File: src/rtl/tych_tx_arb.sv
// Packet-atomic round-robin arbiter: NUM_REQ Avalon-ST sources share one MAC TX port.
// An owner keeps the port until its eop beat is accepted; the output has a 1-deep register stage.
module tych_tx_arb #(
  parameter int NUM_REQ = 2,
  parameter int DWIDTH  = 512,
  parameter int EWIDTH  = 6
) (
  input  logic                      clk,
  input  logic                      rst,
  input  logic [NUM_REQ-1:0]        en_mask,
  input  logic                      err_clr,
  input  logic [NUM_REQ*DWIDTH-1:0] in_data,
  input  logic [NUM_REQ*EWIDTH-1:0] in_empty,
  input  logic [NUM_REQ-1:0]        in_sop,
  input  logic [NUM_REQ-1:0]        in_eop,
  input  logic [NUM_REQ-1:0]        in_valid,
  output logic [NUM_REQ-1:0]        in_ready,
  output logic [DWIDTH-1:0]         out_data,
  output logic [EWIDTH-1:0]         out_empty,
  output logic                      out_sop,
  output logic                      out_eop,
  output logic                      out_valid,
  input  logic                      out_ready,
  output logic [NUM_REQ-1:0]        grant,
  output logic [NUM_REQ-1:0]        proto_err,
  output logic [NUM_REQ*32-1:0]     pkt_cnt
);

  localparam int PW = (NUM_REQ > 1) ? $clog2(NUM_REQ) : 1;

  typedef enum logic {IDLE, LOCKED} state_t;

  state_t                  r_state;
  logic [NUM_REQ-1:0]      r_grant;
  logic [PW-1:0]           r_owner;
  logic [PW-1:0]           r_rr_ptr;
  logic [DWIDTH-1:0]       r_out_data;
  logic [EWIDTH-1:0]       r_out_empty;
  logic                    r_out_sop;
  logic                    r_out_eop;
  logic                    r_out_valid;
  logic [NUM_REQ-1:0]      r_proto_err;
  logic [NUM_REQ*32-1:0]   r_pkt_cnt;

  logic [NUM_REQ-1:0]      w_cand;
  logic                    w_pick_vld;
  logic [PW-1:0]           w_pick;
  logic [NUM_REQ-1:0]      w_drop;
  logic                    w_acc;
  logic                    w_eop_acc;
  logic [DWIDTH-1:0]       w_sel_data;
  logic [EWIDTH-1:0]       w_sel_empty;
  logic                    w_sel_sop;
  logic                    w_sel_eop;
  logic                    w_sel_valid;

  function automatic logic [PW-1:0] rot(input logic [PW-1:0] base, input int k);
    int s;
    s = int'(base) + k;
    if (s >= NUM_REQ) s = s - NUM_REQ;
    return PW'(s);
  endfunction

  assign w_cand = in_valid & in_sop & en_mask;

  // Descending scan with overwrite leaves the first hit in rotated order.
  always_comb begin
    w_pick_vld = 1'b0;
    w_pick     = '0;
    for (int k = NUM_REQ - 1; k >= 0; k--) begin
      if (w_cand[rot(r_rr_ptr, k)]) begin
        w_pick_vld = 1'b1;
        w_pick     = rot(r_rr_ptr, k);
      end
    end
  end

  always_comb begin
    w_sel_data  = '0;
    w_sel_empty = '0;
    w_sel_sop   = 1'b0;
    w_sel_eop   = 1'b0;
    w_sel_valid = 1'b0;
    for (int i = 0; i < NUM_REQ; i++) begin
      if (r_owner == PW'(i)) begin
        w_sel_data  = in_data[i*DWIDTH +: DWIDTH];
        w_sel_empty = in_empty[i*EWIDTH +: EWIDTH];
        w_sel_sop   = in_sop[i];
        w_sel_eop   = in_eop[i];
        w_sel_valid = in_valid[i];
      end
    end
  end

  // Non-owner mid-packet beats are swallowed so a stray source cannot stall forever.
  always_comb begin
    w_drop   = '0;
    in_ready = '0;
    for (int i = 0; i < NUM_REQ; i++) begin
      w_drop[i] = rst & in_valid[i] & ~in_sop[i] &
                  ~((r_state == LOCKED) && (r_owner == PW'(i)));
    end
    in_ready = w_drop;
    if (rst && r_state == LOCKED) in_ready[r_owner] = ~r_out_valid | out_ready;
  end

  assign w_acc     = (r_state == LOCKED) & w_sel_valid & (~r_out_valid | out_ready);
  assign w_eop_acc = w_acc & w_sel_eop;

  always_ff @(posedge clk or negedge rst) begin
    if (!rst) begin
      r_state     <= IDLE;
      r_grant     <= '0;
      r_owner     <= '0;
      r_rr_ptr    <= '0;
      r_out_data  <= '0;
      r_out_empty <= '0;
      r_out_sop   <= 1'b0;
      r_out_eop   <= 1'b0;
      r_out_valid <= 1'b0;
      r_proto_err <= '0;
      r_pkt_cnt   <= '0;
    end else begin
      r_proto_err <= (r_proto_err & ~{NUM_REQ{err_clr}}) | w_drop;
      case (r_state)
        IDLE: begin
          if (w_pick_vld) begin
            r_state <= LOCKED;
            r_owner <= w_pick;
            r_grant <= NUM_REQ'(1) << w_pick;
          end
        end
        LOCKED: begin
          if (w_eop_acc) begin
            r_state  <= IDLE;
            r_grant  <= '0;
            r_rr_ptr <= rot(r_owner, 1);
          end
        end
        default: r_state <= IDLE;
      endcase
      for (int i = 0; i < NUM_REQ; i++) begin
        if (w_eop_acc && r_owner == PW'(i)) r_pkt_cnt[i*32 +: 32] <= r_pkt_cnt[i*32 +: 32] + 32'd1;
      end
      if (w_acc) begin
        r_out_data  <= w_sel_data;
        r_out_empty <= w_sel_empty;
        r_out_sop   <= w_sel_sop;
        r_out_eop   <= w_sel_eop;
        r_out_valid <= 1'b1;
      end else if (out_ready) begin
        r_out_valid <= 1'b0;
      end
    end
  end

  assign out_data  = r_out_data;
  assign out_empty = r_out_empty;
  assign out_sop   = r_out_sop;
  assign out_eop   = r_out_eop;
  assign out_valid = r_out_valid;
  assign grant     = r_grant;
  assign proto_err = r_proto_err;
  assign pkt_cnt   = r_pkt_cnt;

endmodule

File: config.mk
export PLATFORM = sky130hd
export DESIGN_NAME = tych_tx_arb
export DESIGN_NICKNAME = d
export VERILOG_FILES = /design/src/rtl/tych_tx_arb.sv
export SDC_FILE = /design/constraint.sdc
export NUM_CORES = 1
export LEC_CHECK = 0
export ABC_AREA = 1
export BUFFER_PORTS_ARGS = -buffer_cell sky130_fd_sc_hd__buf_2
export CORE_AREA = 2 2 643 645
export DETAILED_ROUTE_END_ITERATION = 16
export DIE_AREA = 0 0 645 647
export SLEW_MARGIN = 20
export SYNTH_ARGS = -nofsm -noshare
export SYNTH_HDL_FRONTEND = slang
export SYNTH_SLANG_ARGS = --single-unit
File: constraint.sdc
create_clock -name clk -period 3.6 [get_ports clk]
set_input_delay 0.36 -clock clk [delete_from_list [all_inputs] [get_ports clk]]
set_output_delay 0.36 -clock clk [all_outputs]
set_load 0.1 [all_outputs]
Yosys cells after proc, flatten, opt, wreduce, memory -nomap -nowiden
Index checks and enable logic that the tools add are counted.

word-level totals
  bits in registers = 592
  latch bits = 0
  memory bits (writable) = 0
  bits in read-only memories = 0
  bits of input ports = 1048
  output and inout bits = 591
  logic and storage cells = 89
  memories kept = 0

cells by class
  $add $sub $neg = 7
  multiply operators = 0
  div/mod/pow operators = 0
  magnitude comparators = 7
  equal/unequal tests = 2
  shifts and indexed selects = 1
  multiplexer cells = 28
  bitwise gates (word level) = 22
  reductions and logical operators = 10

operators with widths
  operator                 number
  $mux W512                1
  $add A32 B1 Y32 const B  2
  $mux W1                  19
  $and A1 B1 Y1            9
  $not A1 Y1               7
  $and A2 B2 Y2            3
  $logic_and A1 B1 Y1      6
  $lt A1 B2 Y1 const B     3
  $mux W2                  3
  $mux W6                  1
  $reduce_and A2 Y1        3
  $add A1 B1 Y2 const B    2
  $ge A2 B2 Y1 const B     2
  $pmux W2 S2              1
  $sub A1 B1 Y1 const B    3
  $bwmux W2                1
  $ge A1 B2 Y1 const B     1
  $ne A2 B1 Y1 const B     1
  $ne A2 B2 Y1 const B     1
  $not A2 Y2               1
  $or A2 B2 Y2             1
  $pmux W1 S2              1
  $reduce_bool A2 Y1       1
  $shl A1 B1 Y2 const A    1
  other kinds (3)          3

Longest topological paths before layout
  word-level depth = 10
  depth in mapped cells = 11
  mapped depth without buffers = 9

Worst setup path after synthesis
No wires, ideal clock.

  path kind = reg-to-output
  start = reg r_out_valid, in the netlist out_valid
  end = out in_ready[0]
  data arrival time = 3.223 ns
  data required time = 3.240 ns
  slack = 0.017 ns
  stages on the path, launching flop included = 4
  buffers on the path = 0
  cells stage by stage = dfrtp_1 nand2_1 nand2_1 o21ai_0

on the way
  longest elaborated chain between the ends = 4

ends and longest elaborated chain
  item                      line  source
  start: declaration        41    logic r_out_valid;
  start signal: assignment  120   r_out_valid <= 1'b0;
  start signal: assignment  150   r_out_valid <= 1'b1;
  start signal: assignment  152   r_out_valid <= 1'b0;
  $not A1 Y1                104   if (rst && r_state == LOCKED) in_ready[r_owner] = ~r_out_valid | out_ready;
  $or A1 B1 Y1              104
  $bwmux W2                 104
  $mux W2                   104
  end: declaration          17    output logic [NUM_REQ-1:0] in_ready,

Every way passes these cells.

Worst setup path in the final report
  start = reg r_owner
  end = reg r_out_data[126], in the netlist out_data[126]

on the way
  longest elaborated chain between the ends = 3
  elaborated cells between the ends (all ways) = 4
  those cells by class = 2 x mux; 2 x bitwise

ends and longest elaborated chain
  item                        line  source
  start: declaration          35    logic [PW-1:0] r_owner;
  start signal: assignment    129   r_owner <= w_pick;
  $mux W1                     85    if (r_owner == PW'(i)) begin
  $and A1 B1 Y1 (2 in a row)  107   assign w_acc = (r_state == LOCKED) & w_sel_valid & (~r_out_valid | out_ready);
  end signal: assignment      146   r_out_data <= w_sel_data;
  end: declaration            37    logic [DWIDTH-1:0] r_out_data;

Several ways; a longest one is shown, not always the timed one.
A chain may end at the register's enable or synchronous reset.

==> results_dict.tcl <==
set metrics [dict create \
    firstDrtPassIters 6 \
    required_ns 4.32 \
    ys_warn_count 0 \
    wire_per_inst_um 31.0 \
    grt_max_degree 174 \
    synth_edf_count 0 \
    synth_area_mm2 0.0273 \
    worstPathArrival_ns 3.91 \
    fin_skew_ns 0.0644 \
    cts_max_level 3 \
    timing_hold_violations_final 0 \
    synth_most_common_cell "nand2_1" \
    grt_pass1_vias 36618 \
    cts_made_buffers 87 \
    netlist_top_cells_count "nand2_1 (1244), nor2_1 (604), dfrtp_1 (592)" \
    peakVddDrop_uv 953 \
    setup_viol 0 \
    viasPerCell 3.26 \
    hold-path-endpoint "grant[1]" \
    p_sw_mw 47.8 \
    fin_crit_ns 3.20 \
    async_flop_share_pct 100 \
    fin_crit_sh_pct 88.8 \
    cts.sinks 592 \
    power_mw 74.3 \
    synth.top_cell.area_share_pct 54.2 \
    finalWirelength_mm 364 \
    final_area_mm2 0.0558 \
    ctsResizeCount 0 \
    die_area_mm2 0.417 \
    whs_ns 0.102 \
    overflow 0 \
    core-area_mm2 0.411 \
    drt_iter0_drc 3813 \
    drc_errors 0 \
    rows 236 \
    synthCells 3392 \
    max-cap-violations 0 \
    io_buffer_count 1638 \
    reg2reg_setup_slack_ns 0.40 \
    crit_family "buffers and inverters" \
    fin_setup_tns_ns 0 \
    worstMarginPinSlew_ns 1.08 \
    fin_cells 11721 \
    fin_ws_ns 0.404 \
    hold_start "in_valid[0]" \
    p_seq_share_pct 15.9 \
    crit_start "r_owner" \
    grt_use_total_pct 16.7 \
    final_max_slew_viol_count 0 \
    hold_depth 4 \
    cts_tree "done" \
    die_w_um 645 \
    synth.area.top_cells "dfrtp_1 (54%), nand2_1 (17%), a31oi_1 (12%)" \
    reg2regPathDepth 9 \
    cp_cell_sequence "inv_8 > nand3_1 > nand2_1 > nand2_2 > inv_8 > buf_12 > nor2_1 > a31oi_1 > dlygate4sd3_1" \
    num_io_pins 1639 \
    internal_power_mw 26.5 \
    critical_path_class "flip-flop to flip-flop" \
    cts_buffer_depth 4 \
    place_ws_ns 0.742 \
    seq_area_frac_synth_pct 54.2 \
    clock_latency_ns 0.85 \
    leakagePower_nw 23.8 \
    cpPeakStageDelay_ns 0.59 \
    worstReg2RegStart "r_owner" \
    dp_cells 10322 \
    cp-end-kind "flip-flop" \
    crit_buf_inv 4 \
    synth.distinct_cells 27 \
    switching_share_pct 64.3 \
    final_util_pct 13.6 \
    worst_path_most_repeated_cell "inv_8" \
    ys.flop_type "dfrtp_1" \
    powerDensity_mw_per_mm2 1330 \
    p_clk_share_pct 12.5 \
    start_kind "flip-flop" \
    clock.fmax_mhz 313 \
    crit_fanout 163 \
    rsz0062_at_grt "no" \
    syn_avg_cell_area_um2 8.06 \
    cts-root-buf "clkbuf_16" \
    yosys.area.top_type "dfrtp_1" \
    drive_gt1_share_pct 30.4 \
    cts.reportedPaths.clkPinSlew_ns 0.05 \
    slew_headroom_pct 28.2 \
    start_util_pct 6.65 \
    hp-class "input pin to flip-flop" \
    status "completed" \
    detail-route-antenna-nets 0 \
    comb_power_share_pct 71.6 \
    fin_nets 7032 \
    dp_hpwl_mm 316 \
    gp_congestion 0.939 \
    antenna_found_initial 260 \
    post_dp_cell_area_mm2 0.0419 \
    slowest_stage "dlygate4sd3_1" \
    syn-num-nets 4442 \
    die_h_um 647 \
    grt_pass1_wl_mm 436 \
    area_growth_pct 104 \
    reg2reg_to "out_data[126]" \
    synth_seq_cells 592 \
    via_count 38253 \
]
-- how the worst max path moves through the flow --
stage / end / slack [ns] / depth (start not counted)
2_1_floorplan: in_ready[0] / 0.02 / 3
3_3_place_gp: pkt_cnt[22] / 0.75 / 8
3_5_place_dp: pkt_cnt[22] / 0.74 / 8
4_1_cts: in_ready[0] / 0.27 / 5
5_1_grt: out_data[115] / 0.24 / 9
6_report: out_data[126] / 0.40 / 9
-- tightest hold or removal path, stage by stage --
cell and delay [ns]:
buf_2 0.14, nand3_1 0.10, o21ai_0 0.15, o31ai_1 0.10
-- kinds of logic (layout without fill, tap and decap cells) --
| group | count (synthesis) | after routing | synth area share [%] |
|---|---|---|---|
| and+or+nand+nor | 1932 | 1932 | 27.1 |
| DFF | 592 | 592 | 54.2 |
| AOI/OAI and AO/OA | 540 | 540 | 12.3 |
| buffers and inverters | 299 | 2949 | 5.48 |
| xor gates and xnor gates | 27 | 27 | 0.865 |
| adders and majority gates | 2 | 2 | 0.0915 |
| other | 0 | 205 | 0 |
-- metal layers --
metal	vias up	wire, µm	track usage (%)
met2	2488	157000	25.7
met3	738	66700	13.2
li1	16594	-	-
met1	18321	120000	16.5
met5	-	745	0
met4	112	18900	7.32
-- power by group through the flow --
| stage | registers [mW] | logic [mW] | clock network [mW] |
|---|---|---|---|
| floorplan | 33.1 | 8.07 | 0 |
| global placement | 11.8 | 47.2 | 0 |
| detailed placement | 11.9 | 47.3 | 0 |
| CTS | 11.8 | 53.9 | 9.62 |
| global route | 12.2 | 56.3 | 9.81 |
| finish | 11.8 | 53.2 | 9.26 |
-- flip-flops by register name, indices dropped and copies added (netlist names) --
signal / flops
grant: 2
pkt_cnt: 64
out_empty: 6
r_owner: 1
out_eop: 1
out_sop: 1
out_valid: 1
out_data: 512
proto_err: 2
r_state: 1
r_rr_ptr: 1
-- cell type report --
cell class	instances	area [µm²]
Clock inverter	37	519
Clock buffer	112	2410
Sequential cell	592	14800
Timing Repair Buffer	2738	19400
Antenna cell	205	513
Fill cell	46975	355000
Multi-Input combinational cell	2501	11000
Tap cell	5474	6850
Inverter	62	248
-- cell usage in the layout (no fill, tap or decap), types with 11 or more instances in the layout --
cell type / n
nand3_1: 44
nand4_1: 14
diode_2: 205
a31oi_1: 519
clkbuf_8: 12
o21ai_0: 16
nand3b_1: 14
xnor2_1: 11
dfrtp_1: 591
buf_2: 1634
clkbuf_16: 88
inv_1: 59
dlygate4sd3_1: 1045
buf_12: 22
nor2_1: 604
xor2_1: 16
clkbuf_1: 12
nand2_1: 1244
buf_4: 36
-- timing repair --
item                      4_1_cts  5_1_grt
hold endpoints to repair      861        0
hold buffers                 1045        0
setup buffers                   0        0
(Power assumes the default switching activity.)
